File: src/rtl/st_video_pkg.sv
// rtl/st_video_pkg.sv - shared types, register map and timing helpers for st_video_out
package st_video_pkg;

  typedef enum logic [1:0] {stSYNCING, stWAIT, stACTIVE} stState_t;

  localparam logic [3:0] REG_ENABLE        = 4'd0;
  localparam logic [3:0] REG_CLR_UNDERFLOW = 4'd1;
  localparam logic [3:0] REG_POLARITY      = 4'd2;

  function automatic int calcTotal(input int active, input int fp, input int sync, input int bp);
    return active + fp + sync + bp;
  endfunction

endpackage

File: src/rtl/video_timing_gen.sv
// rtl/video_timing_gen.sv - free-running raster counters with active, raw sync and frame-position strobes
module video_timing_gen
  import st_video_pkg::*;
#(
  parameter int pHRES  = 640,
  parameter int pHFP   = 16,
  parameter int pHSYNC = 96,
  parameter int pHBP   = 48,
  parameter int pVRES  = 480,
  parameter int pVFP   = 10,
  parameter int pVSYNC = 2,
  parameter int pVBP   = 33
) (
  input  logic iCLK,
  input  logic iRESET,
  output logic oACTIVE,
  output logic oHS,
  output logic oVS,
  output logic oFRAME_END,
  output logic oORIGIN,
  output logic oLAST_PIXEL
);

  localparam int HTOTAL = calcTotal(pHRES, pHFP, pHSYNC, pHBP);
  localparam int VTOTAL = calcTotal(pVRES, pVFP, pVSYNC, pVBP);
  localparam int HW = $clog2(HTOTAL);
  localparam int VW = $clog2(VTOTAL);

  localparam logic [HW-1:0] H_LAST       = HW'(HTOTAL - 1);
  localparam logic [HW-1:0] H_ACT        = HW'(pHRES);
  localparam logic [HW-1:0] H_ACT_LAST   = HW'(pHRES - 1);
  localparam logic [HW-1:0] H_SYNC_START = HW'(pHRES + pHFP);
  localparam logic [HW-1:0] H_SYNC_END   = HW'(pHRES + pHFP + pHSYNC);
  localparam logic [VW-1:0] V_LAST       = VW'(VTOTAL - 1);
  localparam logic [VW-1:0] V_ACT        = VW'(pVRES);
  localparam logic [VW-1:0] V_ACT_LAST   = VW'(pVRES - 1);
  localparam logic [VW-1:0] V_SYNC_START = VW'(pVRES + pVFP);
  localparam logic [VW-1:0] V_SYNC_END   = VW'(pVRES + pVFP + pVSYNC);

  logic [HW-1:0] hcnt;
  logic [VW-1:0] vcnt;
  logic          lineEnd;

  assign lineEnd = (hcnt == H_LAST);

  // vcnt only moves on the line wrap, so VS is naturally line-aligned
  always_ff @(posedge iCLK) begin
    if (iRESET) begin
      hcnt <= '0;
      vcnt <= '0;
    end else begin
      hcnt <= lineEnd ? '0 : hcnt + 1'b1;
      if (lineEnd) vcnt <= (vcnt == V_LAST) ? '0 : vcnt + 1'b1;
    end
  end

  assign oACTIVE     = (hcnt < H_ACT) && (vcnt < V_ACT);
  assign oHS         = (hcnt >= H_SYNC_START) && (hcnt < H_SYNC_END);
  assign oVS         = (vcnt >= V_SYNC_START) && (vcnt < V_SYNC_END);
  assign oFRAME_END  = lineEnd && (vcnt == V_LAST);
  assign oORIGIN     = (hcnt == '0) && (vcnt == '0);
  assign oLAST_PIXEL = (hcnt == H_ACT_LAST) && (vcnt == V_ACT_LAST);

endmodule

File: src/rtl/st_video_out.sv
// rtl/st_video_out.sv - ST video sink: stream FSM, control registers and registered raster output stage
module st_video_out
  import st_video_pkg::*;
#(
  parameter int pBIT_WIDTH = 16,
  parameter int pHRES  = 640,
  parameter int pHFP   = 16,
  parameter int pHSYNC = 96,
  parameter int pHBP   = 48,
  parameter int pVRES  = 480,
  parameter int pVFP   = 10,
  parameter int pVSYNC = 2,
  parameter int pVBP   = 33
) (
  input  logic                  iCLK,
  input  logic                  iRESET,
  input  logic [3:0]            iAV_ADDRESS,
  input  logic [31:0]           iAV_WRITE_DATA,
  input  logic                  iAV_WRITE,
  input  logic [pBIT_WIDTH-1:0] iST_DATA,
  input  logic                  iST_VALID,
  output logic                  oST_READY,
  input  logic                  iST_SOP,
  input  logic                  iST_EOP,
  output logic [pBIT_WIDTH-1:0] oVID_DATA,
  output logic                  oVID_DE,
  output logic                  oVID_HS,
  output logic                  oVID_VS,
  output logic                  oUNDERFLOW
);

  logic active, hsRaw, vsRaw, frameEnd, origin, lastPix;

  video_timing_gen #(
    .pHRES(pHRES), .pHFP(pHFP), .pHSYNC(pHSYNC), .pHBP(pHBP),
    .pVRES(pVRES), .pVFP(pVFP), .pVSYNC(pVSYNC), .pVBP(pVBP)
  ) uTiming (
    .iCLK        (iCLK),
    .iRESET      (iRESET),
    .oACTIVE     (active),
    .oHS         (hsRaw),
    .oVS         (vsRaw),
    .oFRAME_END  (frameEnd),
    .oORIGIN     (origin),
    .oLAST_PIXEL (lastPix)
  );

  stState_t        state;
  logic            enable;
  logic [1:0]      polarity;
  logic            inActive, beatMissing, lateSop, beatTaken, frameDone, shortFrame, setUf;
  logic            unusedBits;
  logic [pBIT_WIDTH-1:0] pixData;

  assign unusedBits = ^iAV_WRITE_DATA[31:2];

  // Classify what the current active pixel does with the offered beat
  assign inActive    = enable && (state == stACTIVE) && active;
  assign beatMissing = inActive && !iST_VALID;
  assign lateSop     = inActive && iST_VALID && iST_SOP && !origin;
  assign beatTaken   = inActive && iST_VALID && !lateSop;
  assign frameDone   = beatTaken && (iST_EOP || lastPix);
  assign shortFrame  = beatTaken && iST_EOP && !lastPix;
  assign setUf       = beatMissing || lateSop || shortFrame;
  assign pixData     = beatTaken ? iST_DATA : '0;

  always_comb begin
    oST_READY = 1'b0;
    if (!enable)                   oST_READY = 1'b1;
    else if (state == stSYNCING)   oST_READY = !(iST_SOP && iST_VALID);
    else if (state == stACTIVE)    oST_READY = active && !lateSop;
  end

  always_ff @(posedge iCLK) begin
    if (iRESET) begin
      state      <= stSYNCING;
      enable     <= 1'b1;
      polarity   <= 2'b00;
      oUNDERFLOW <= 1'b0;
      oVID_DATA  <= '0;
      oVID_DE    <= 1'b0;
      oVID_HS    <= 1'b0;
      oVID_VS    <= 1'b0;
    end else begin
      if (!enable) begin
        state <= stSYNCING;
      end else begin
        case (state)
          stSYNCING: if (iST_VALID && iST_SOP) state <= stWAIT;
          stWAIT:    if (frameEnd) state <= stACTIVE;
          stACTIVE: begin
            if (beatMissing || frameDone) state <= stSYNCING;
            else if (lateSop)             state <= stWAIT;
          end
          default:   state <= stSYNCING;
        endcase
      end

      if (iAV_WRITE && iAV_ADDRESS == REG_ENABLE)   enable   <= iAV_WRITE_DATA[0];
      if (iAV_WRITE && iAV_ADDRESS == REG_POLARITY) polarity <= iAV_WRITE_DATA[1:0];
      // a fresh underflow wins over a clear in the same cycle
      if (setUf)                                                oUNDERFLOW <= 1'b1;
      else if (iAV_WRITE && iAV_ADDRESS == REG_CLR_UNDERFLOW)   oUNDERFLOW <= 1'b0;

      oVID_DATA <= pixData;
      oVID_DE   <= active;
      oVID_HS   <= hsRaw ^ polarity[0];
      oVID_VS   <= vsRaw ^ polarity[1];
    end
  end

endmodule
File: config.mk
export PLATFORM = sky130hd
export DESIGN_NAME = st_video_out
export DESIGN_NICKNAME = d
export VERILOG_FILES = /design/src/rtl/st_video_pkg.sv /design/src/rtl/video_timing_gen.sv /design/src/rtl/st_video_out.sv
export SDC_FILE = /design/constraint.sdc
export NUM_CORES = 1
export LEC_CHECK = 0
export BUFFER_PORTS_ARGS = -buffer_cell sky130_fd_sc_hd__clkbuf_2
export CORE_ASPECT_RATIO = 0.6
export CORE_UTILIZATION = 50
export CTS_CLUSTER_SIZE = 28
export DETAILED_ROUTE_END_ITERATION = 16
export PLACE_DENSITY = 0.86
export SYNTH_ARGS = -nofsm -noshare
export SYNTH_HDL_FRONTEND = slang
export SYNTH_SLANG_ARGS = --single-unit
File: constraint.sdc
create_clock -name iCLK -period 3.7 [get_ports iCLK]
set_input_delay 0.37 -clock iCLK [delete_from_list [all_inputs] [get_ports iCLK]]
set_output_delay 0.37 -clock iCLK [all_outputs]
set_load 0.02 [all_outputs]
==> Yosys cells after proc, flatten, opt, wreduce, memory -nomap -nowiden <==
Index checks and enable logic that the tools add are counted.
{ "totals": {"regBits": 45, "inputBits": 58, "out_inout_bits": 21, "elab_cells": 83} }
{ "classes": {"add_sub_neg": 2, "n_lt_le_gt_ge": 6, "eq_ne": 11, "mux": 11, "n_bitwise": 4, "reduce_logical": 39} }
{ "op_table": {"columns": ["op", "count"], "rows": [
  ["equality test 10 bit, second input constant", 3],
  ["logical AND 1 bit", 21],
  ["adder 10 x 1 -> 10 bit, second input constant", 2],
  ["zero test 10 bit", 2],
  ["less-than comparator 10 bit, second input constant", 2],
  ["less-than comparator 10 x 9 -> 1 bit, second input constant", 2],
  ["equality test 10 x 9 -> 1 bit, second input constant", 1],
  ["greater-or-equal comparator 10 bit, second input constant", 1],
  ["greater-or-equal comparator 10 x 9 -> 1 bit, second input constant", 1],
  ["two-way mux 10 bit", 1],
  ["two-way mux 2 bit", 4],
  ["case mux 2 bit (3 select lines)", 1],
  ["OR reduction 2 bit", 3],
  ["zero test 1 bit", 5],
  ["two-way mux 1 bit", 5],
  ["equality test 4 x 1 -> 1 bit, second input constant", 1],
  ["equality test 4 x 2 -> 1 bit, second input constant", 1],
  ["zero test 4 bit", 1],
  ["logical OR 1 bit", 4],
  ["inequality test 3 x 2 -> 1 bit, second input constant", 1],
  ["AND reduction 3 bit", 1],
  ["equality test 2 x 1 -> 1 bit, second input constant", 1],
  ["equality test 2 bit, second input constant", 1],
  ["zero test 2 bit", 1],
  ["5 further kinds", 7]
]} }

==> Logic depth before layout (Yosys ltp) <==
{ "logic_depth": {"depth_word": 12, "ltp_mapped": 8, "mapped_depth_nobuf": 7} }

==> By module <==
Synthesis repeated with hierarchy kept, for this count alone.
{ "unflattened": {"cells_unflattened": 218, "area_unflattened_um2": 1986.9} }
{ "by_module_without_submodules": {"columns": ["mod", "instances", "cells_per_inst", "area_per_inst_um2"], "rows": [
  ["video_timing_gen", 1, 134, 1086.0],
  ["st_video_out", 1, 84, 900.9]
]} }

==> Worst setup path after synthesis <==
Ideal clock, no wire load.
{ "synth_timing": {"path_kind": "reg-to-output", "from": "reg uTiming.hcnt[0]", "to": "out oST_READY", "arrival_ps": 1582, "required_time_ps": 3330, "setup_slack_ps": 1748, "path_stages_with_launch": 7, "path_cell_list": "dfxtp_1 -> inv_1 -> ha_1 -> nor4b_1 -> and4_1 -> a31oi_1 -> o31ai_1"} }
{ "synth_via": {"elab_chain_cells": 11} }
{ "synth_lines": {"columns": ["item", "line", "source"], "rows": [
  ["from (decl)", "video_timing_gen.sv:40", "logic [HW-1:0] hcnt;"],
  ["from (signal assigned)", "video_timing_gen.sv:52", "hcnt <= lineEnd ? '0 : hcnt + 1'b1;"],
  ["less-than comparator 10 bit", "video_timing_gen.sv:57", "assign oACTIVE = (hcnt < H_ACT) && (vcnt < V_ACT);"],
  ["logical AND 1 bit", "video_timing_gen.sv:57", null],
  ["logical AND 1 bit", "st_video_out.sv:58", "assign inActive = enable && (state == stACTIVE) && active;"],
  ["logical AND 1 bit (3 in a row)", "st_video_out.sv:60", "assign lateSop = inActive && iST_VALID && iST_SOP && !origin;"],
  ["zero test 1 bit", "st_video_out.sv:71", "else if (state == stACTIVE) oST_READY = active && !lateSop;"],
  ["logical AND 1 bit *", "st_video_out.sv:71", null],
  ["two-way mux 1 bit *", "st_video_out.sv:71", null],
  ["two-way mux 1 bit *", "st_video_out.sv:70", "else if (state == stSYNCING) oST_READY = !(iST_SOP && iST_VALID);"],
  ["two-way mux 1 bit *", "st_video_out.sv:69", "if (!enable) oST_READY = 1'b1;"],
  ["to (decl)", "st_video_out.sv:22", "output logic oST_READY,"]
]} }
Mark *: on every way between the ends. The rest lies on a longest branch, timed or not.

==> Final worst setup path <==
Same ends and word-level chain as after synthesis.

==> results.tsv <==
metric	value	unit
outcome	complete, no violations	
clk slew on worst S/H paths	0.08	ns
fin. max-slew vios	0	
CP Cell Sequence	inv_1, ha_1, nor4b_1, and4_1, a31oi_1, o31ai_1, clkbuf_2	
setup_tns	0	ns
WL/cell	12.8	µm
CTS Hold Bufs	0	
Final period util	0.645	
worst hold slack	0.266	ns
Mapped Area	1940	µm²
largest net degree at the start of global routing	17	
core area	3680	µm²
number of setup buffers added after CTS	0	
Critical Path Source Type	register	
endpoints failing hold	0	
placed insts	293	
GRT Util Overall	0.205	
Post-Route WL	3850	µm
FF+latch count, synth	45	
share of post-route cells with drive strength above 1	0.257	
CP arrival	2.02	ns
Post-synth EDFFs	0	
die area	4130	µm²
Leak Pwr	1.04	nW
dpl hpwl	2860	µm
Via density	5.26	
Top Family by Delay on Critical Path	simple AND/OR/NAND/NOR gates	
final setup vio count	0	
R2R Setup Slk	1.57	ns
global-route wire length before repair	6200	µm
starting density of the core	0.526	
unrepaired setup endpoints after global routing	false	
crit path max fanout	7	
grt total ovfl	0	
clock skew	0.00322	ns
Slew @ Worst Pin	0.526	ns
initial antenna violation count	0	
top layer in use	met4	
YS warnings	0	
Power Density	391	nW/µm²
Placed Area	2190	µm²
CP required	3.33	ns
TritonCTS buffer count	5	
syn avg cell area	9.49	µm²
# IOs	79	
GPL Wtd Cong	0.881	
DRC viols	0	
number of cell rows	17	
routed length on met3	269	µm
Distinct cells, synth	39	
Root Buffer	clkbuf_8	
Syn-to-layout area delta	18.7	%
Syn Nets	266	
Final Non-Filler Cells	300	
Max Cap Violations	0	
sequential share of the synthesized area	0.465	
Max VDD drop	0.244	mV
slowest stage cell, crit path	dfxtp_1	
vias in the first global route	1358	
Initial DRC Count	108	
CTS-repair resized insts	0	
ANT nets after route	0	
diode count	0	
met2 wire length	1600	µm
Synth async-reset ratio	0	
critical path endpoint category	output port	
clk buf depth	2	
met1 wire length	1930	µm
insertion delay to the later sink of the worst-skew pair	0.30	ns
highest clock rate	419	MHz
Sink Count	45	
DR pass1 iterations	4	
worst path buffer plus inverter count	2	
critical path class	reg -> out	
H-tree Lvls	2	
nets@finish	315	
Via Count	1577	
HP Class	in -> reg	
DIE HEIGHT	50.2	µm
ys flop type	dfxtp_1	
CTS tree	yes	
Die Wd	82.3	µm
min Tclk post-route	2.39	ns
Synth Instances	204	
max incr delay on CP	0.37	ns
count of input and output buffers	48	
fin area	2300	µm²
Slew Limit Headroom	0.649	
==> power by group <==
part | internal (W) | switching, W | leakage (nW)
clock network | 0.000196 | 0.000159 | 0.0540
logic | 0.0000228 | 0.0000266 | 0.624
registers | 0.000489 | 0.00000585 | 0.364
==> worst reg2reg max path: cells and delay by family (launching register included) <==
kind / cells / cell delay, ns
AOI/OAI and AO/OA: 1 / 0.19
adders and majority gates: 1 / 0.14
buffers and inverters: 1 / 0.09
DFF: 1 / 0.37
and+or+nand+nor: 4 / 1.29
==> cell usage in the layout, fill, tap and decap left out, types with 3 or more instances in the layout <==
master | Yosys | final
a31oi_1 | 3 | 3
and2_1 | 17 | 17
and3_1 | 7 | 7
and4_1 | 4 | 4
clkbuf_2 | 0 | 48
clkbuf_8 | 0 | 5
dfxtp_1 | 45 | 45
ha_1 | 4 | 4
inv_1 | 10 | 10
mux2i_1 | 3 | 3
nand2_1 | 6 | 6
nand3_1 | 9 | 9
nand4_1 | 6 | 6
nor2_1 | 29 | 29
nor2b_1 | 4 | 4
nor3_1 | 3 | 3
nor4_1 | 3 | 3
nor4b_1 | 3 | 3
o31ai_1 | 3 | 3
xnor2_1 | 5 | 5
xor2_1 | 14 | 14
==> flip-flops by register name, summed over array words and instances, names as in the netlist <==
register	cells
oVID_HS	1
uTiming.hcnt	10
state	2
enable	1
oVID_VS	1
oUNDERFLOW	1
oVID_DATA	16
uTiming.vcnt	10
oVID_DE	1
polarity	2
==> Yosys cell counts, types with 3 or more instances <==
library cell	instances	share of area
nor4_1	3	0.0097
mux2i_1	3	0.016
and2_1	17	0.055
xor2_1	14	0.063
nor2b_1	4	0.013
nand3_1	9	0.023
nor2_1	29	0.056
and3_1	7	0.023
dfxtp_1	45	0.47
nand2_1	6	0.012
and4_1	4	0.018
nand4_1	6	0.019
o31ai_1	3	0.012
xnor2_1	5	0.023
a31oi_1	3	0.0097
ha_1	4	0.026
nor4b_1	3	0.014
inv_1	10	0.019
nor3_1	3	0.0078
==> metal layers <==
metal | vias to the layer above | track usage
met5 | - | 0
met4 | 0 | 0.0789
met1 | 725 | 0.300
met2 | 46 | 0.280
met3 | 8 | 0.0600
li1 | 798 | -
==> worst paths after layout <==
check                                      to  cells after the start       startpoint
worst max-delay path                oST_READY                      7  uTiming.hcnt[0]
worst min-delay path             oVID_DATA[3]                      2      iST_DATA[3]
worst max register to register  oVID_DATA[15]                      7  uTiming.hcnt[0]
worst min register to register     oUNDERFLOW                      2       oUNDERFLOW
==> stage by stage <==
| step | total power (W) | worst slack, ns | util |
|---|---|---|---|
| floorplan | 0.000531 | 1.75 | - |
| global placement | 0.000553 | 1.69 | 0.596 |
| detailed placement | 0.000555 | 1.58 | 0.596 |
| CTS | 0.000905 | 1.33 | 0.625 |
| global route | 0.000936 | 1.12 | 0.625 |
| finish | 0.000899 | 1.31 | 0.625 |
==> kinds of logic after synthesis <==
family | synth area share
AO/OA/AOI/OAI | 0.0653
XOR/XNOR | 0.0860
adder cells (fa/ha/maj) | 0.0259
buffers and inverters | 0.0401
flip-flops | 0.465
multiplexers | 0.0155
AND/OR/NAND/NOR | 0.302
==> area by class of cell <==
type                    instances  area (µm²)
clock buffers                   5        68.8
fillers                       313        1380
multi-input cells             143         957
flip-flops and latches         45         901
inverters                      10        37.5
repair buffers                 48         240
clock inverters                 2        35.0
well taps                      47        58.8
(Power assumes the default switching activity.)
